--- config.mk ---
export PLATFORM = sky130hd
export DESIGN_NAME = frame_stream_source
export DESIGN_NICKNAME = d
export VERILOG_FILES = /design/src/rtl/frame_stream_source.sv
export SDC_FILE = /design/constraint.sdc
export NUM_CORES = 1
export LEC_CHECK = 0
export CORE_MARGIN = 2
export CORE_UTILIZATION = 39
export CTS_CLUSTER_DIAMETER = 30
export DETAILED_ROUTE_END_ITERATION = 12
export PLACE_DENSITY = 0.74
export SLEW_MARGIN = 0
export SYNTH_ARGS = -nofsm -noshare
export SYNTH_HDL_FRONTEND = slang
export SYNTH_SLANG_ARGS = --single-unit
--- constraint.sdc ---
create_clock -name clk -period 2.9 [get_ports clk]
set_clock_uncertainty 0.2 [all_clocks]
set_input_delay 0.58 -clock clk [delete_from_list [all_inputs] [get_ports clk]]
set_output_delay 0.58 -clock clk [all_outputs]
set_load 0.02 [all_outputs]
--- src/rtl/frame_stream_source.sv ---
// Frame-buffer reader: on start, reads one IMG_WIDTH x IMG_HEIGHT frame in raster order from a
// 1-cycle-latency RAM and emits it as a valid/ready pixel stream with sof/eol/eof markers.
module frame_stream_source #(
  parameter int IMG_WIDTH  = 320,
  parameter int IMG_HEIGHT = 240,
  parameter int W          = 8,
  parameter int ADDR_W     = (IMG_WIDTH * IMG_HEIGHT > 1) ? $clog2(IMG_WIDTH * IMG_HEIGHT) : 1
) (
  input  logic              clk,
  input  logic              rst,
  input  logic              start,
  output logic              busy,
  output logic              done,
  output logic              mem_rd_en,
  output logic [ADDR_W-1:0] mem_addr,
  input  logic [W-1:0]      mem_rd_data,
  output logic              y_valid,
  input  logic              y_ready,
  output logic [W-1:0]      y_data,
  output logic              y_sof,
  output logic              y_eol,
  output logic              y_eof,
  output logic [1:0]        dbg_state
);

  localparam int N     = IMG_WIDTH * IMG_HEIGHT;
  localparam int COL_W = (IMG_WIDTH > 1) ? $clog2(IMG_WIDTH) : 1;
  localparam int EW    = W + 3;
  localparam logic [ADDR_W-1:0] LAST_ADDR = ADDR_W'(N - 1);
  localparam logic [COL_W-1:0]  LAST_COL  = COL_W'(IMG_WIDTH - 1);

  typedef enum logic [1:0] {
    S_IDLE  = 2'd0,
    S_READ  = 2'd1,
    S_DRAIN = 2'd2
  } state_t;

  state_t              state_q;
  logic [ADDR_W-1:0]   rd_cnt_q;
  logic [COL_W-1:0]    col_q;
  logic                inflight_q;
  logic [2:0]          infl_flags_q;
  logic [EW-1:0]       fifo_q [2];
  logic [1:0]          count_q;
  logic                done_q;

  logic                fifo_nonempty;
  logic [EW-1:0]       head;
  logic [EW-1:0]       new_entry;
  logic                pop;
  logic                pop_fifo;
  logic                push;
  logic [1:0]          wr_idx;
  logic [1:0]          count_d;
  logic [2:0]          occ;
  logic                issue;

  // Stream handshake: a beat transfers on every cycle with y_valid & y_ready; once y_valid is high
  // the beat (data and flags) holds until accepted. The read still in flight acts as the youngest
  // queue entry, so its data is presented straight from the RAM when the FIFO is empty.
  always_comb begin
    fifo_nonempty = (count_q != 2'd0);
    new_entry     = {mem_rd_data, infl_flags_q};
    head          = '0;
    if (fifo_nonempty) begin
      head = fifo_q[0];
    end else if (inflight_q) begin
      head = new_entry;
    end
    y_valid  = fifo_nonempty | inflight_q;
    {y_data, y_sof, y_eol, y_eof} = head;
    pop      = y_valid & y_ready;
    pop_fifo = pop & fifo_nonempty;
    push     = inflight_q & ~(pop & ~fifo_nonempty);
    wr_idx   = count_q - {1'b0, pop_fifo};
    count_d  = count_q + {1'b0, push} - {1'b0, pop_fifo};
    // Occupancy after this cycle's pop; a new read is only issued if it will have a slot.
    occ      = {1'b0, count_q} + {2'b00, inflight_q} - {2'b00, pop};
    issue    = (state_q == S_READ) && (occ < 3'd2);
  end

  assign mem_rd_en = issue;
  assign mem_addr  = rd_cnt_q;
  assign busy      = (state_q != S_IDLE);
  assign done      = done_q;
  assign dbg_state = state_q;

  always_ff @(posedge clk or posedge rst) begin
    if (rst) begin
      state_q      <= S_IDLE;
      rd_cnt_q     <= '0;
      col_q        <= '0;
      inflight_q   <= 1'b0;
      infl_flags_q <= '0;
      fifo_q[0]    <= '0;
      fifo_q[1]    <= '0;
      count_q      <= '0;
      done_q       <= 1'b0;
    end else begin
      done_q     <= 1'b0;
      inflight_q <= issue;
      count_q    <= count_d;

      if (issue) begin
        infl_flags_q <= {rd_cnt_q == '0, col_q == LAST_COL, rd_cnt_q == LAST_ADDR};
        if (rd_cnt_q != LAST_ADDR) rd_cnt_q <= rd_cnt_q + ADDR_W'(1);
        col_q <= (col_q == LAST_COL) ? '0 : col_q + COL_W'(1);
      end

      if (pop_fifo) fifo_q[0] <= fifo_q[1];
      if (push) begin
        if (wr_idx == 2'd0) fifo_q[0] <= new_entry;
        else                fifo_q[1] <= new_entry;
      end

      case (state_q)
        S_IDLE: begin
          if (start) begin
            state_q  <= S_READ;
            rd_cnt_q <= '0;
            col_q    <= '0;
          end
        end
        S_READ: begin
          if (issue && rd_cnt_q == LAST_ADDR) state_q <= S_DRAIN;
        end
        S_DRAIN: begin
          // The eof beat can only be the last one out, so its acceptance closes the frame.
          if (pop && y_eof) begin
            state_q <= S_IDLE;
            done_q  <= 1'b1;
          end
        end
        default: state_q <= S_IDLE;
      endcase
    end
  end

endmodule

==> results of run 1 <==
[cell type report]
cell class / instances / area [um^2]
Timing Repair Buffer: 79 / 701
Tap cell: 102 / 128
Inverter: 14 / 55.1
Clock buffer: 11 / 141
Fill cell: 675 / 3490
Multi-Input combinational cell: 232 / 1630
Sequential cell: 57 / 1430
Clock inverter: 5 / 78.8
[through the flow]
stage	area (um^2)	hold WS (ns)	power [mW]	std cells
floorplan	3100	0.264	2.37	318
global placement	3800	0.273	3.10	477
detailed placement	3800	0.280	3.15	477
CTS	4070	0.295	3.98	498
global route	4160	0.310	4.35	500
finish	4160	0.288	4.04	500
[sequential cells by signal, indices dropped and copies added, names as in the netlist]
| signal | flops |
|---|---|
| inflight_q | 1 |
| mem_addr | 17 |
| infl_flags_q | 3 |
| dbg_state | 2 |
| done | 1 |
| col_q | 9 |
| count_q | 2 |
| fifo_q | 22 |
[layer usage]
metal | vias up | track usage | routed length (um)
met5 | - | 0 | 0
met3 | 16 | 0.0366 | 346
met4 | 0 | 0.0771 | 146
li1 | 1275 | - | -
met1 | 1269 | 0.254 | 3460
met2 | 72 | 0.288 | 3440
[cells by family after synthesis]
family,Yosys count,share of synthesized area
xor+xnor,12,0.0369
mux,28,0.0963
simple gates,128,0.228
flops,57,0.467
fa+ha+maj,6,0.0270
buf+inv,29,0.0381
compound gates,58,0.107
[power groups by stage]
stage | combinational [mW] | clock, mW | sequential [mW]
finish | 1.99 | 0.822 | 1.23
global route | 2.20 | 0.880 | 1.26
CTS | 1.90 | 0.842 | 1.23
detailed placement | 1.91 | 0 | 1.25
global placement | 1.87 | 0 | 1.23
floorplan | 1.12 | 0 | 1.25
[cell usage in the layout, fill, tap and decap left out, drive strengths merged]
master,synthesis,final
dfrtp,57,57
nand2,51,51
buf,5,35
clkdlybuf4s50,0,32
o21ai,31,31
mux2i,17,17
inv,14,14
a21oi,14,14
dlygate4sd2,0,12
or4,12,12
clkbuf,10,11
mux2,11,11
nor2,10,10
nor3,10,10
xnor2,9,9
nand3,9,9
nand4,9,9
o31ai,8,8
nor4,7,7
ha,5,5
nor2b,3,3
or3,3,3
xor2,3,3
or2,3,3
clkinv,0,3
nor3b,3,3
and3,2,2
and2,2,2
bufinv,0,2
and3b,1,1
nand3b,1,1
a22o,1,1
and4,1,1
a41oi,1,1
o211ai,1,1
a21o,1,1
nor4b,1,1
a31o,1,1
fa,1,1
[what timing repair did]
item,in CTS,in global routing
setup endpoints to repair,23,13
pin swaps,7,6
gates cloned,1,0
resized for setup,26,17
setup buffers,5,2
endpoints found under the hold margin,0,0
[final timing paths]
path	start	to	cells past startpoint
min in group asynchronous	rst	fifo_q[20]	2
max	count_q[1]	mem_rd_en	7
min reg2reg	fifo_q[0]	fifo_q[0]	1
max in group asynchronous	rst	dbg_state[0]	3
min	fifo_q[0]	fifo_q[0]	1
max reg2reg	count_q[1]	mem_addr[9]	9
[cell usage after synthesis, types with 3 or more instances]
cell type | count | area share
nor3b_1 | 3 | 0.0074
inv_1 | 12 | 0.015
nor2_1 | 10 | 0.012
ha_1 | 5 | 0.020
nor3_1 | 10 | 0.016
o21ai_1 | 19 | 0.031
or3_1 | 3 | 0.0061
nor4_1 | 5 | 0.010
xnor2_1 | 9 | 0.026
clkbuf_1 | 10 | 0.012
o21ai_0 | 12 | 0.020
nand3_1 | 9 | 0.015
or2_1 | 3 | 0.0061
a21oi_1 | 14 | 0.023
mux2i_1 | 17 | 0.056
or4_1 | 10 | 0.025
nand2_1 | 51 | 0.063
nor2b_1 | 3 | 0.0061
buf_2 | 3 | 0.0049
o31ai_1 | 8 | 0.020
dfrtp_1 | 57 | 0.47
mux2_1 | 9 | 0.033
nand4_1 | 8 | 0.016
==> impl_metrics.json, run 1 <==
{
  "r2r_slack_ns": -0.05,
  "async_reset_ff_frac": 1.00,
  "cts_tree": "yes",
  "cts_max_path_buffers": 2,
  "ios": 46,
  "wl_per_cell_um": 14.8,
  "rows": 32,
  "drt.antenna.violating_nets": 0,
  "yosysUniqueCellTypes": 45,
  "vias": 2632,
  "min_period_ns": 3.04,
  "core-area_um2": 7650,
  "crit_arrival_ns": 2.26,
  "critPathTopFamily": "simple AND/OR/NAND/NOR gates",
  "cellPowerDensity_nw_per_um2": 971,
  "grt_max_degree": 23,
  "track_usage": 0.186,
  "cpMaxStageDelayCell": "fa_2",
  "start_util": 0.399,
  "crit_path_max_incr_delay_ns": 0.53,
  "clkTransAtPathRegs_ns": 0.06,
  "avgViaCountPerCell": 5.26,
  "root_buffer": "clkbuf_8",
  "outcome": "finished with violations",
  "syn_avg_cell_area_um2": 9.60,
  "antenna_found_initial": 0,
  "remaining_drc_errors": 0,
  "cp_num_buf_inv": 2,
  "die_w_um": 92.5,
  "grt_pass1_vias": 2619,
  "fmaxAchievable_mhz": 329,
  "ys_seq_area_frac": 0.467,
  "clk_latency_ns": 0.34,
  "timing.setup.tns_ns": -0.278,
  "swShare": 0.383,
  "clkPwrFrac": 0.203,
  "drt_first_pass_iters": 4,
  "combPwrFrac": 0.492,
  "grt_overflow": 0,
  "critPathRequiredTime_ns": 2.12,
  "cp_max_fo": 2,
  "setup_viol": 7,
  "cts_sinks": 57,
  "hold_class": "flip-flop to flip-flop",
  "p_sw_mw": 1.55,
  "syn_area_um2": 3050,
  "area_delta_synth_final_pct": 36.2,
  "ys_ff_latch": 57,
  "dieArea_um2": 8560,
  "timing.final.hold_violations": 0,
  "numCtsBuffers": 9,
  "end_kind": "primary output",
  "drv_cap": 0,
  "die_h_um": 92.5,
  "ys_warn_count": 0,
  "drive_gt1_frac": 0.214,
  "finalWeightedCongestion": 0.789,
  "critPathLaunchType": "flip-flop",
  "leakage_nw": 1.81,
  "tightest_slew_ns": 0.632,
  "syn_inst": 318,
  "grt_pass1_wl_um": 12400,
  "pre_cts_ws_ns": -0.740,
  "min_period_over_period": 1.05,
  "cts-htree-levels": 3,
  "final_nets": 411,
  "p_seq_frac": 0.305,
  "p_int_mw": 2.49,
  "worst_ir_drop_vdd_mv": 0.850,
  "antenna_cells": 0,
  "synth_edf_count": 0,
  "ys.flop_type": "dfrtp_1",
  "routed_wl_um": 7400,
  "slew-limit-headroom": 0.575,
  "crit_type": "flip-flop to primary output",
  "rsz0062_at_grt": "true",
  "place_hpwl_um": 5010,
  "slew_violations": 0,
  "setup_slack_ns": -0.138,
  "drt-initial-drc-count": 140,
  "io_buffers": 45,
  "violations": "setup timing",
  "final_core_util": 0.544,
  "syn-num-nets": 336,
  "postCtsHoldBufs": 0,
  "path_cells": "or3_4, nor3b_4, fa_2, and3b_1, nand2_2, inv_4, buf_6"
}
Power figures use the tool's default switching activity.
==> run 2, diff against run 1 <==
- SETUP_SLACK_MARGIN: default -> 0.05
==> run 2 against run 1 <==
  * The flow still finishes with violations (setup timing)
  * Sequential cell count stayed put
  * Non-clock buffer count shrank 2
  * Global-route usage fell by 0.38 points
  * Maximum frequency is essentially flat
  * Die area did not move
  * Via count barely moved
  * Critical path type unchanged
  * Cell count shrank 0.40%
==> impl_metrics.json, run 2 (synthesized netlist as in run 1, its figures left out) <==
{
  "avgViaCountPerCell": 5.28,
  "core-area_um2": 7650,
  "final_core_util": 0.542,
  "cts_max_path_buffers": 2,
  "fmaxAchievable_mhz": 329,
  "rows": 32,
  "die_h_um": 92.5,
  "grt_overflow": 0,
  "io_buffers": 45,
  "grt_pass1_wl_um": 12400,
  "critPathRequiredTime_ns": 2.12,
  "cts_tree": "yes",
  "final_area_um2": 4140,
  "wl_per_cell_um": 14.8,
  "largest_reg_flops": 22,
  "numCtsBuffers": 9,
  "final_common_cell": "dfrtp_1",
  "end_kind": "primary output",
  "tightest_slew_ns": 0.483,
  "slew-limit-headroom": 0.678,
  "track_usage": 0.182,
  "leakage_nw": 1.80,
  "worst_ir_drop_vdd_mv": 0.654,
  "min_period_over_period": 1.05,
  "crit_arrival_ns": 2.26,
  "setup_slack_ns": -0.137,
  "area_delta_synth_final_pct": 35.7,
  "clkTransAtPathRegs_ns": 0.06,
  "drt-initial-drc-count": 131,
  "dp.cells": 475,
  "cts_sinks": 57,
  "ff2ff_path_depth": 9,
  "start_util": 0.399,
  "timing.final.hold_violations": 0,
  "num-fill-cells": 655,
  "final_nets": 409,
  "top_register": "fifo_q",
  "hold_class": "flip-flop to flip-flop",
  "die_w_um": 92.5,
  "drive_gt1_frac": 0.240,
  "violations": "setup timing",
  "clk_latency_ns": 0.33,
  "critPathLaunchType": "flip-flop",
  "finalWeightedCongestion": 0.771,
  "place_hpwl_um": 5070,
  "fin_cells": 498,
  "pre_cts_ws_ns": -0.801,
  "outcome": "finished with violations",
  "drt_first_pass_iters": 4,
  "cellPowerDensity_nw_per_um2": 959,
  "multiInputGateArea_um2": 1650,
  "drt.antenna.violating_nets": 0,
  "grt_pass1_vias": 2566,
  "root_buffer": "clkbuf_8",
  "place_area_um2": 3780,
  "min_path_cells": 1,
  "antenna_cells": 0,
  "remaining_drc_errors": 0,
  "antenna_found_initial": 0,
  "setup_viol": 2,
  "ios": 46,
  "grt_max_degree": 23,
  "vias": 2631,
  "routed_wl_um": 7350,
  "cts-htree-levels": 3,
  "rsz0062_at_grt": "true",
  "cp_max_fo": 2,
  "regArea_um2": 1430,
  "dieArea_um2": 8560,
  "min_period_ns": 3.04,
  "layout_common_cells": "dfrtp_1, nand2_1, clkdlybuf4s50_1, buf_4, o21ai_1",
  "drv_cap": 0,
  "holdWs_ns": 0.294,
  "crit_type": "flip-flop to primary output",
  "slew_violations": 0
}
==> run 2: cell types whose count changed in the layout (fill, tap and decap cells not counted), sizes merged <==
cell | previous run | this run
clkinvlp | 0 | 1
buf | 35 | 33
clkbuf | 11 | 19
dlygate4sd2 | 12 | 4
clkinv | 3 | 2
==> run 2: repair_timing <==
action	4_1_cts	5_1_grt
endpoints found under the hold margin	0	0
hold buffers	0	0
cloned	1	0
resized for setup	29	40
setup buffers	6	1
pin swaps	8	4
endpoints found under the setup margin	31	27
==> run 2: report_power, final <==
group / switching (mW) / internal [mW]
Combinational: 1.03 / 0.866
Clock: 0.324 / 0.527
Sequential: 0.179 / 1.05
Total: 1.53 / 2.44
==> run 2: stage by stage <==
stage	power (mW)	TNS, ns
after detailed placement	3.15	-10.78
after CTS	3.99	-0.262
after global routing	4.26	-0.920
final	3.97	-0.207
after global placement	3.08	-9.22
after floorplan	2.37	-0.798
==> run 2: layer usage <==
| metal | GRT usage | share of wire | vias up |
|---|---|---|---|
| met4 | 0.0622 | 0.010 | 0 |
| met5 | 0 | 0 | - |
| met1 | 0.248 | 0.47 | 1266 |
| met3 | 0.0391 | 0.049 | 12 |
| met2 | 0.287 | 0.47 | 72 |
| li1 | - | - | 1281 |
==> run 2: final cells by class <==
cell class,instances,area share
timing repair buffer,77,0.159
multi-input combinational,232,0.398
clock buffer,11,0.0365
clock inverter,5,0.0187
inverter,14,0.0133
sequential,57,0.344
tap,102,0.0308
==> run 2: worst paths after layout <==
| check | slack (ns) | end | from |
|---|---|---|---|
| worst min register to register | 0.29 | fifo_q[6] | fifo_q[6] |
| worst max register to register | -0.07 | mem_addr[7] | count_q[0] |
| worst min-delay path | 0.29 | fifo_q[6] | fifo_q[6] |
| max in group asynchronous | 1.51 | count_q[0] | rst |
| worst max-delay path | -0.14 | mem_rd_en | count_q[0] |
| min in group asynchronous | 0.37 | mem_addr[15] | rst |
==> run 2: worst max-delay path, cell delays in order (launching register included) <==
cell and delay, ns:
dfrtp_1 0.38, or3_4 0.39, nor3b_4 0.16, fa_2 0.54
and3b_2 0.20, nand2_2 0.08, inv_4 0.07, buf_6 0.11
